==> config.mk <==
export PLATFORM = sky130hd
export DESIGN_NAME = rr_grant_encoder
export DESIGN_NICKNAME = d
export VERILOG_FILES = /design/src/rtl/rr_grant_encoder_pkg.sv /design/src/rtl/rr_grant_encoder_pick.sv /design/src/rtl/rr_grant_encoder.sv
export SDC_FILE = /design/constraint.sdc
export NUM_CORES = 1
export LEC_CHECK = 0
export CORE_MARGIN = 3
export CORE_UTILIZATION = 45
export CTS_BUF_LIST = sky130_fd_sc_hd__clkbuf_4
export DETAILED_ROUTE_END_ITERATION = 8
export PLACE_DENSITY = 0.83
export SLEW_MARGIN = 0
export SYNTH_ARGS = -nofsm -noshare
export SYNTH_HDL_FRONTEND = slang
export SYNTH_SLANG_ARGS = --single-unit
==> constraint.sdc <==
create_clock -name clk -period 3.7 [get_ports clk]
set_clock_uncertainty 0.15 [all_clocks]
set_input_delay 0.74 -clock clk [delete_from_list [all_inputs] [get_ports clk]]
set_output_delay 0.74 -clock clk [all_outputs]
set_load 0.1 [all_outputs]
==> src/rtl/rr_grant_encoder_pkg.sv <==
// Shared types and helpers for the round-robin grant encoder.
package rr_pkg;

  localparam int unsigned RR_N  = 4;
  localparam int unsigned RR_IW = $clog2(RR_N);

  typedef enum logic {
    IDLE,
    HOLD
  } rr_state_e;

  // One-hot expansion of a requester index at the default width.
  function automatic logic [RR_N-1:0] rr_onehot(input logic [RR_IW-1:0] idx);
    logic [RR_N-1:0] oh;
    oh      = '0;
    oh[idx] = 1'b1;
    return oh;
  endfunction

endpackage

==> src/rtl/rr_grant_encoder_pick.sv <==
// Combinational round-robin pick: first set request at or after ptr, wrapping.
module rr_pick
  import rr_pkg::*;
#(
  parameter int unsigned N  = RR_N,
  parameter int unsigned IW = $clog2(N)
) (
  input  logic [N-1:0]  req,
  input  logic [IW-1:0] ptr,
  output logic [IW-1:0] pick,
  output logic          any_req
);

  logic [2*N-1:0] dbl;
  logic [N-1:0]   rot;
  logic [IW-1:0]  enc;
  logic           found;

  // Rotate so ptr lands at bit 0, priority-encode the lowest set bit, rotate back.
  always_comb begin
    dbl   = {req, req} >> ptr;
    rot   = dbl[N-1:0];
    enc   = '0;
    found = 1'b0;
    for (int unsigned i = 0; i < N; i++) begin
      if (!found && rot[i]) begin
        enc   = IW'(i);
        found = 1'b1;
      end
    end
    pick    = enc + ptr;
    any_req = |req;
  end

endmodule

==> src/rtl/rr_grant_encoder.sv <==
// Registered round-robin request encoder: holds one grant until acked.
module rr_grant_encoder
  import rr_pkg::*;
#(
  parameter  int unsigned N  = RR_N,
  localparam int unsigned IW = $clog2(N)
) (
  input  logic          clk,
  input  logic          reset,
  input  logic          e,
  input  logic [N-1:0]  req,
  input  logic          ack,
  output logic [IW-1:0] idx,
  output logic [N-1:0]  grant,
  output logic          valid
);

  rr_state_e     state_q, state_d;
  logic [IW-1:0] ptr_q, ptr_d;
  logic [IW-1:0] idx_q, idx_d;
  logic [N-1:0]  grant_q, grant_d;
  logic          valid_q, valid_d;

  logic [IW-1:0] scan_ptr;
  logic [IW-1:0] pick;
  logic          any_req;
  logic          retire;

  assign retire = (state_q == HOLD) && ack;

  // An ack advances the pointer past the served index before rescanning, so the
  // picker sees the updated pointer in the same cycle for back-to-back grants.
  always_comb begin
    scan_ptr = retire ? idx_q + IW'(1) : ptr_q;
  end

  rr_pick #(.N(N), .IW(IW)) u_pick (
    .req     (req),
    .ptr     (scan_ptr),
    .pick    (pick),
    .any_req (any_req)
  );

  // Next-state and next-output logic.
  always_comb begin
    state_d = state_q;
    ptr_d   = ptr_q;
    idx_d   = idx_q;
    grant_d = grant_q;
    valid_d = valid_q;
    unique case (state_q)
      IDLE: begin
        if (e && any_req) begin
          idx_d       = pick;
          grant_d     = '0;
          grant_d[pick] = 1'b1;
          valid_d     = 1'b1;
          state_d     = HOLD;
        end
      end
      HOLD: begin
        if (ack) begin
          ptr_d = scan_ptr;
          if (e && any_req) begin
            idx_d         = pick;
            grant_d       = '0;
            grant_d[pick] = 1'b1;
          end else begin
            grant_d = '0;
            valid_d = 1'b0;
            state_d = IDLE;
          end
        end
      end
      default: state_d = IDLE;
    endcase
  end

  // State, pointer and output registers with synchronous reset.
  always_ff @(posedge clk) begin
    if (reset) begin
      state_q <= IDLE;
      ptr_q   <= '0;
      idx_q   <= '0;
      grant_q <= '0;
      valid_q <= 1'b0;
    end else begin
      state_q <= state_d;
      ptr_q   <= ptr_d;
      idx_q   <= idx_d;
      grant_q <= grant_d;
      valid_q <= valid_d;
    end
  end

  assign idx   = idx_q;
  assign grant = grant_q;
  assign valid = valid_q;

endmodule

==> results of run 1 <==
## synth_stat cells
cell	instances
a211oi_1	2
a21o_1	1
a21oi_1	5
a21oi_2	1
a221oi_1	1
a31oi_1	1
a32oi_2	1
and2_1	2
and2_4	1
and4_1	1
buf_2	1
buf_6	1
clkbuf_1	1
clkinv_2	1
dfxtp_1	10
ha_1	1
inv_1	3
mux2i_1	1
nand2_1	9
nand2b_1	1
nand3b_1	1
nor2_1	10
nor2b_1	2
nor3_1	1
nor4_1	1
o211a_1	1
o211ai_1	1
o21ai_0	6
o21ai_1	3
o31ai_1	1
o41ai_2	1
or2_1	1
or2b_1	1
or3_1	1
xnor2_1	1
## per-stage QoR
stage               area (sq um)  utilization  setup slack, ps
detailed placement         738.2       0.6303            528.2
global placement           738.2       0.6303            574.4
CTS                        760.7       0.6496            781.9
finish                     760.7       0.6496            777.4
floorplan                  600.6            -            881.8
global route               760.7       0.6496            487.3
## final cells by class
| class | count | area share |
|---|---|---|
| clock buffers | 3 | 0.02961 |
| repair buffers | 14 | 0.1842 |
| inverters | 4 | 0.02138 |
| multi-input cells | 60 | 0.4786 |
| well taps | 14 | 0.02303 |
| flip-flops and latches | 10 | 0.2632 |
## tightest hold or removal path, cell delays in order (launching register included)
cell,delay [ps]
dfxtp_1,320
nand2_1,40
o21ai_0,60
## metal layers
layer	global-route usage	wire, um	vias up
met2	0.2462	655	12
met4	0.01863	0	0
met3	0.06867	57	0
li1	-	-	301
met1	0.2016	612	276
met5	0	0	-
## logic make-up (layout without fill, tap and decap cells)
kind of cell,after synthesis,after routing,synth area share
AO/OA/AOI/OAI,25,25,0.2896
XOR/XNOR,1,1,0.01459
adder cells (fa/ha/maj),1,1,0.02083
buffers and inverters,7,21,0.06039
flip-flops,10,10,0.3333
multiplexers,1,1,0.01667
AND/OR/NAND/NOR,32,32,0.2646
## where the power goes
group	switching (W)	internal [W]	leakage [nW]
sequential	0.00000726	0.000117	0.0820
clock	0.0000352	0.0000375	0.0138
combinational	0.0000845	0.0000378	0.197
## worst paths after layout
| check | end | slack [ps] | cells after the start |
|---|---|---|---|
| worst max-delay path | grant[0] | 780 | 10 |
| worst min-delay path | grant[0] | 300 | 2 |
| worst max register to register | grant[0] | 1340 | 9 |
| worst min register to register | grant[0] | 300 | 2 |
## flip-flops by register name, indices dropped and copies added (netlist names)
name / count
valid: 1
state_q: 1
idx: 2
grant: 4
ptr_q: 2
==> qor.csv, run 1 <==
stage,metric,value,unit
critical_path,Crit-path slowest cell,clkdlybuf4s50_1,
critical_path,Worst Path Buf+Inv,1,
timing,Final Slew Violations,0,
timing,hold slack,302.4,ps
critical_path,CP max stage delay,540,ps
placement,dpl hpwl,1052,um
floorplan,die area,1809,sq um
cells_and_area,area of the multi-input gates,364.1,sq um
global_route,vias in the first global route,522,
logic_synthesis,"flops & latches, synth",10,
cts,CTS tree,done,
timing,Final Cycle Share,0.7899,
logic_synthesis,Synth top area share,0.3333,
cts,Post-CTS Setup Bufs,0,
logic_synthesis,"Seq/Total Area, Yosys",0.3333,
cts,post-CTS sizing,0,
power_and_ir_drop,pwr dens,419.2,nW/um^2
cells_and_area,P&R area growth vs syn,26.67,%
power_and_ir_drop,Max VDD drop,328.3,uV
timing,fin crit period,2923,ps
cells_and_area,Register Area,200.2,sq um
min_path,worst hold path class,reg -> reg,
critical_path,Reg-to-Reg Start,idx[0],
logic_synthesis,Synth Cell Area,600.6,sq um
critical_path,CP most frequent cell,o21ai_0,
cts,clock buffer count from CTS,3,
global_route,initial antenna violation count,0,
cells_and_area,"most common cell after layout, fill and taps aside",clkdlybuf4s50_1,
timing,f_max,0.3422,GHz
logic_synthesis,syn avg cell area,7.800,sq um
logic_synthesis,"top cells by area, synth","dfxtp_1 33%, nor2_1 6.3%, nand2_1 5.6%, o21ai_0 5.0%, a21oi_1 4.2%",
routing,drt wl/cell,12.62,um
critical_path,worst path arrival time,2960,ps
critical_path,CP endpoint kind,flop,
cells_and_area,Final nets,102,
critical_path,crit path launch type,input port,
timing,max_slew headroom,0.3542,
min_path,hold_sp,grant[0],
global_route,largest net degree at the start of global routing,10,
logic_synthesis,Synth Warn #,0,
timing,Fin Setup TNS,0,ps
run,MaxCap Viol Count,0,
critical_path,CP startpoint,ack,
timing,final setup fails,0,
critical_path,Max Fanout on Critical Path,6,
routing,DRC violation total after the first TritonRoute iteration,12,
routing,final antenna-violating net count,0,
floorplan,Ports,15,
global_route,GRT Overall Usage,0.1561,
critical_path,CP required,3740,ps
critical_path,"CP delay by family, top",compound AO/OA/AOI/OAI gates,
routing,total wire length,1325,um
critical_path,CP Class,in -> reg,
power_and_ir_drop,Tot Pwr,0.0003189,W
placement,Placed Cells,102,
cells_and_area,most frequent cells in the layout,"14 x clkdlybuf4s50_1, 10 x nor2_1, 10 x dfxtp_1",
timing,"Hold Vio Cnt, Final",0,
cells_and_area,share of cells above drive strength 1,0.08791,
timing,unrepaired setup endpoints after global routing,false,
placement,Final GP Congestion,0.9050,
power_and_ir_drop,P_leak,0.2924,nW
cts,CTS Root Cell,clkbuf_4,
cts,TritonCTS Sinks,10,
floorplan,Site Rows,12,
cells_and_area,Antenna Cells,0,
routing,Pre-antenna DRT Iters,6,
critical_path,critical path cell sequence,"clkdlybuf4s50_1, and2_4, a21oi_2, o21ai_0, a21oi_1, o21ai_0, o21ai_0, ha_1, or3_1, o21ai_0",
floorplan,Die X,42.53,um
timing,Worst-Margin Slew,965.6,ps
global_route,grt total ovfl,0,
cts,H-tree levels,1,
logic_synthesis,synthesized net count,86,
floorplan,die height,42.53,um
routing,vias per cell,5.610,
cts,clk_lat worst skew,260,ps
floorplan,Core Region,1171,sq um
cts,cts-stage hold buffer count,0,
cells_and_area,Fillers,104,
logic_synthesis,"area leader, netlist",dfxtp_1,
global_route,first-pass GRT wire length,2214,um
placement,port bufs,14,
cells_and_area,Finished Layout Cells,105,
cts,clk buf depth,2,
logic_synthesis,Syn Inst Count,77,
run_status,outcome,completed,
floorplan,Initial Util,0.5128,
routing,Remaining DRCs,0,
cts,"Reg clk slew, reported paths",60,ps
logic_synthesis,Cell variety after synth,35,
routing,Vias,589,
(Power assumes the default switching activity.)
==> inputs of run 2 (changes only) <==
- clock period: 3.7 -> 3 ns (I/O delays scaled with it)
==> qor.csv, run 2 (synthesis results as in run 1) <==
stage,metric,value,unit,change
run_status,outcome,completed,,
critical_path,CP endpoint kind,flop,,
routing,Remaining DRCs,0,,unchanged
power_and_ir_drop,Int Power,0.0002376,W,+24%
floorplan,Core Region,1171,sq um,unchanged
power_and_ir_drop,Clock Power Share,0.238,,+0.010
cts,cts-stage hold buffer count,0,,unchanged
global_route,initial antenna violation count,0,,unchanged
placement,port bufs,14,,unchanged
cts,"Reg clk slew, reported paths",70,ps,about the same
global_route,GRT Overall Usage,0.1667,,+0.01053
cells_and_area,P&R area growth vs syn,27.50,%,
cells_and_area,Antenna Cells,0,,unchanged
critical_path,CP Class,in -> reg,,
floorplan,Ports,15,,unchanged
routing,Vias,593,,+0.68%
timing,Final Slew Violations,0,,unchanged
cells_and_area,share of cells above drive strength 1,0.1915,,+0.1036
power_and_ir_drop,Max VDD drop,492.6,uV,+50%
floorplan,Initial Util,0.5128,,unchanged
cts,CTS Root Cell,clkbuf_4,,
cts,TritonCTS Sinks,10,,unchanged
timing,fin crit period,2786,ps,
global_route,first-pass GRT wire length,2318,um,+4.7%
floorplan,Die X,42.53,um,unchanged
routing,Pre-antenna DRT Iters,4,,-2
global_route,grt total ovfl,0,,unchanged
critical_path,crit path launch type,input port,,
critical_path,CP most frequent cell,o21ai_0,,
cells_and_area,most frequent cells in the layout,"10 x nor2_1, 10 x dfxtp_1, 9 x nand2_1, 9 x buf_4, 7 x clkdlybuf4s50_1",,
routing,final antenna-violating net count,0,,unchanged
critical_path,Crit-path slowest cell,clkdlybuf4s50_1,,
power_and_ir_drop,Switching Share,0.4060,,+0.007781
critical_path,"CP delay by family, top",compound AO/OA/AOI/OAI gates,,
routing,DRC violation total after the first TritonRoute iteration,12,,unchanged
routing,total wire length,1385,um,+4.5%
timing,final setup fails,0,,unchanged
cts,clock buffer count from CTS,3,,unchanged
power_and_ir_drop,Switch Pwr,0.0001624,W,+28%
cells_and_area,Final nets,104,,+2.0%
global_route,vias in the first global route,526,,+0.77%
placement,dpl hpwl,1064,um,+1.1%
power_and_ir_drop,P_leak,0.3170,nW,+8.4%
critical_path,Max Fanout on Critical Path,6,,unchanged
floorplan,die height,42.53,um,unchanged
power_and_ir_drop,power share of the combinational group,0.378,,-0.005
cts,clk_lat worst skew,260,ps,about the same
run,MaxCap Viol Count,0,,unchanged
cells_and_area,final core occ,0.6538,,+0.004273
cells_and_area,Register Area,200.2,sq um,unchanged
timing,unrepaired setup endpoints after global routing,false,,
power_and_ir_drop,pwr dens,522.3,nW/um^2,+25%
min_path,worst hold path class,reg -> reg,,
cells_and_area,Largest register FFs,4,,unchanged
placement,placement-stage cell area,735.7,sq um,-0.34%
timing,Final Cycle Share,0.9287,,
timing,hold slack,308.0,ps,+5.644 ps
routing,vias per cell,5.491,,-2.1%
critical_path,CP required,3040,ps,-700 ps
timing,max_slew headroom,0.7111,,+0.3569
cts,CTS tree,done,,
global_route,largest net degree at the start of global routing,9,,-1
timing,Worst-Margin Slew,428.6,ps,-537.0 ps
timing,f_max,0.3589,GHz,
cts,clk buf depth,2,,unchanged
placement,Final GP Congestion,0.8716,,-3.7%
routing,drt wl/cell,12.82,um,+1.6%
critical_path,critical path cell sequence,"clkdlybuf4s50_1, and2_4, a21oi_2, o21ai_0, a21oi_1, o21ai_0, o21ai_0, ha_1, or3_1, o21ai_0",,
cells_and_area,Fillers,110,,+5.8%
cells_and_area,area of the multi-input gates,367.9,sq um,+1.0%
critical_path,worst path arrival time,2830,ps,-130 ps
critical_path,CP max stage delay,560,ps,+20 ps
critical_path,Worst Path Buf+Inv,1,,unchanged
floorplan,die area,1809,sq um,unchanged
cells_and_area,post-route cell area,765.7,sq um,+0.66%
floorplan,Site Rows,12,,unchanged
power_and_ir_drop,Tot Pwr,0.0003999,W,+25%
timing,"Hold Vio Cnt, Final",0,,unchanged
power_and_ir_drop,sequential share of power,0.384,,-0.004
cts,H-tree levels,1,,unchanged
-- run 2: layout make-up --
cell class | count | area share
tap | 14 | 0.02288
clock buffer | 3 | 0.02941
multi-input combinational | 60 | 0.4804
clock inverter | 1 | 0.004902
sequential | 10 | 0.2614
inverter | 4 | 0.02124
timing repair buffer | 16 | 0.1797
-- run 2: through the flow --
step                setup slack (ps)  TNS (ps)  cells
finish                         214.0         0    108
CTS                            251.9         0    108
global placement               44.43         0    104
floorplan                      181.8         0     77
global route                   6.832         0    108
detailed placement            -50.31    -65.43    104
-- run 2: tightest hold or removal path, cell delays in order, from the launching register on --
cell,delay (ps)
dfxtp_1,310
nand2_1,50
o21ai_1,50
-- run 2: worst paths after layout --
path,startpoint,to,slack [ps],depth (start not counted)
worst max-delay path,ack,grant[0],210,10
worst min-delay path,grant[2],grant[2],310,2
worst max register to register,idx[0],grant[0],660,9
worst min register to register,grant[2],grant[2],310,2
-- run 2: what timing repair did --
item	4_1_cts	5_1_grt
setup endpoints to repair	0	1
buffers inserted	0	0
gates resized for setup	0	1
-- run 2: layer usage --
metal	GRT usage	up-vias	wire, um
met5	0	-	0
met4	0.01863	0	0
met3	0.06867	0	52
met2	0.2675	9	686
met1	0.2145	278	646
li1	-	306	-
-- run 2: power groups by stage --
stage / Sequential [W] / Clock [W] / Combinational (W)
5_1_grt: 0.000155 / 0.000110 / 0.000162
3_5_place_dp: 0.000156 / 0 / 0.000150
2_1_floorplan: 0.000214 / 0 / 0.0000540
3_3_place_gp: 0.000156 / 0 / 0.000148
6_report: 0.000154 / 0.0000951 / 0.000151
4_1_cts: 0.000153 / 0.0000997 / 0.000151
==> inputs of run 3 (changes only) <==
- GPL_TIMING_DRIVEN: default -> 1
==> results of run 3 <==
No change in the layout: final DEF, timing and power equal those of run 2.
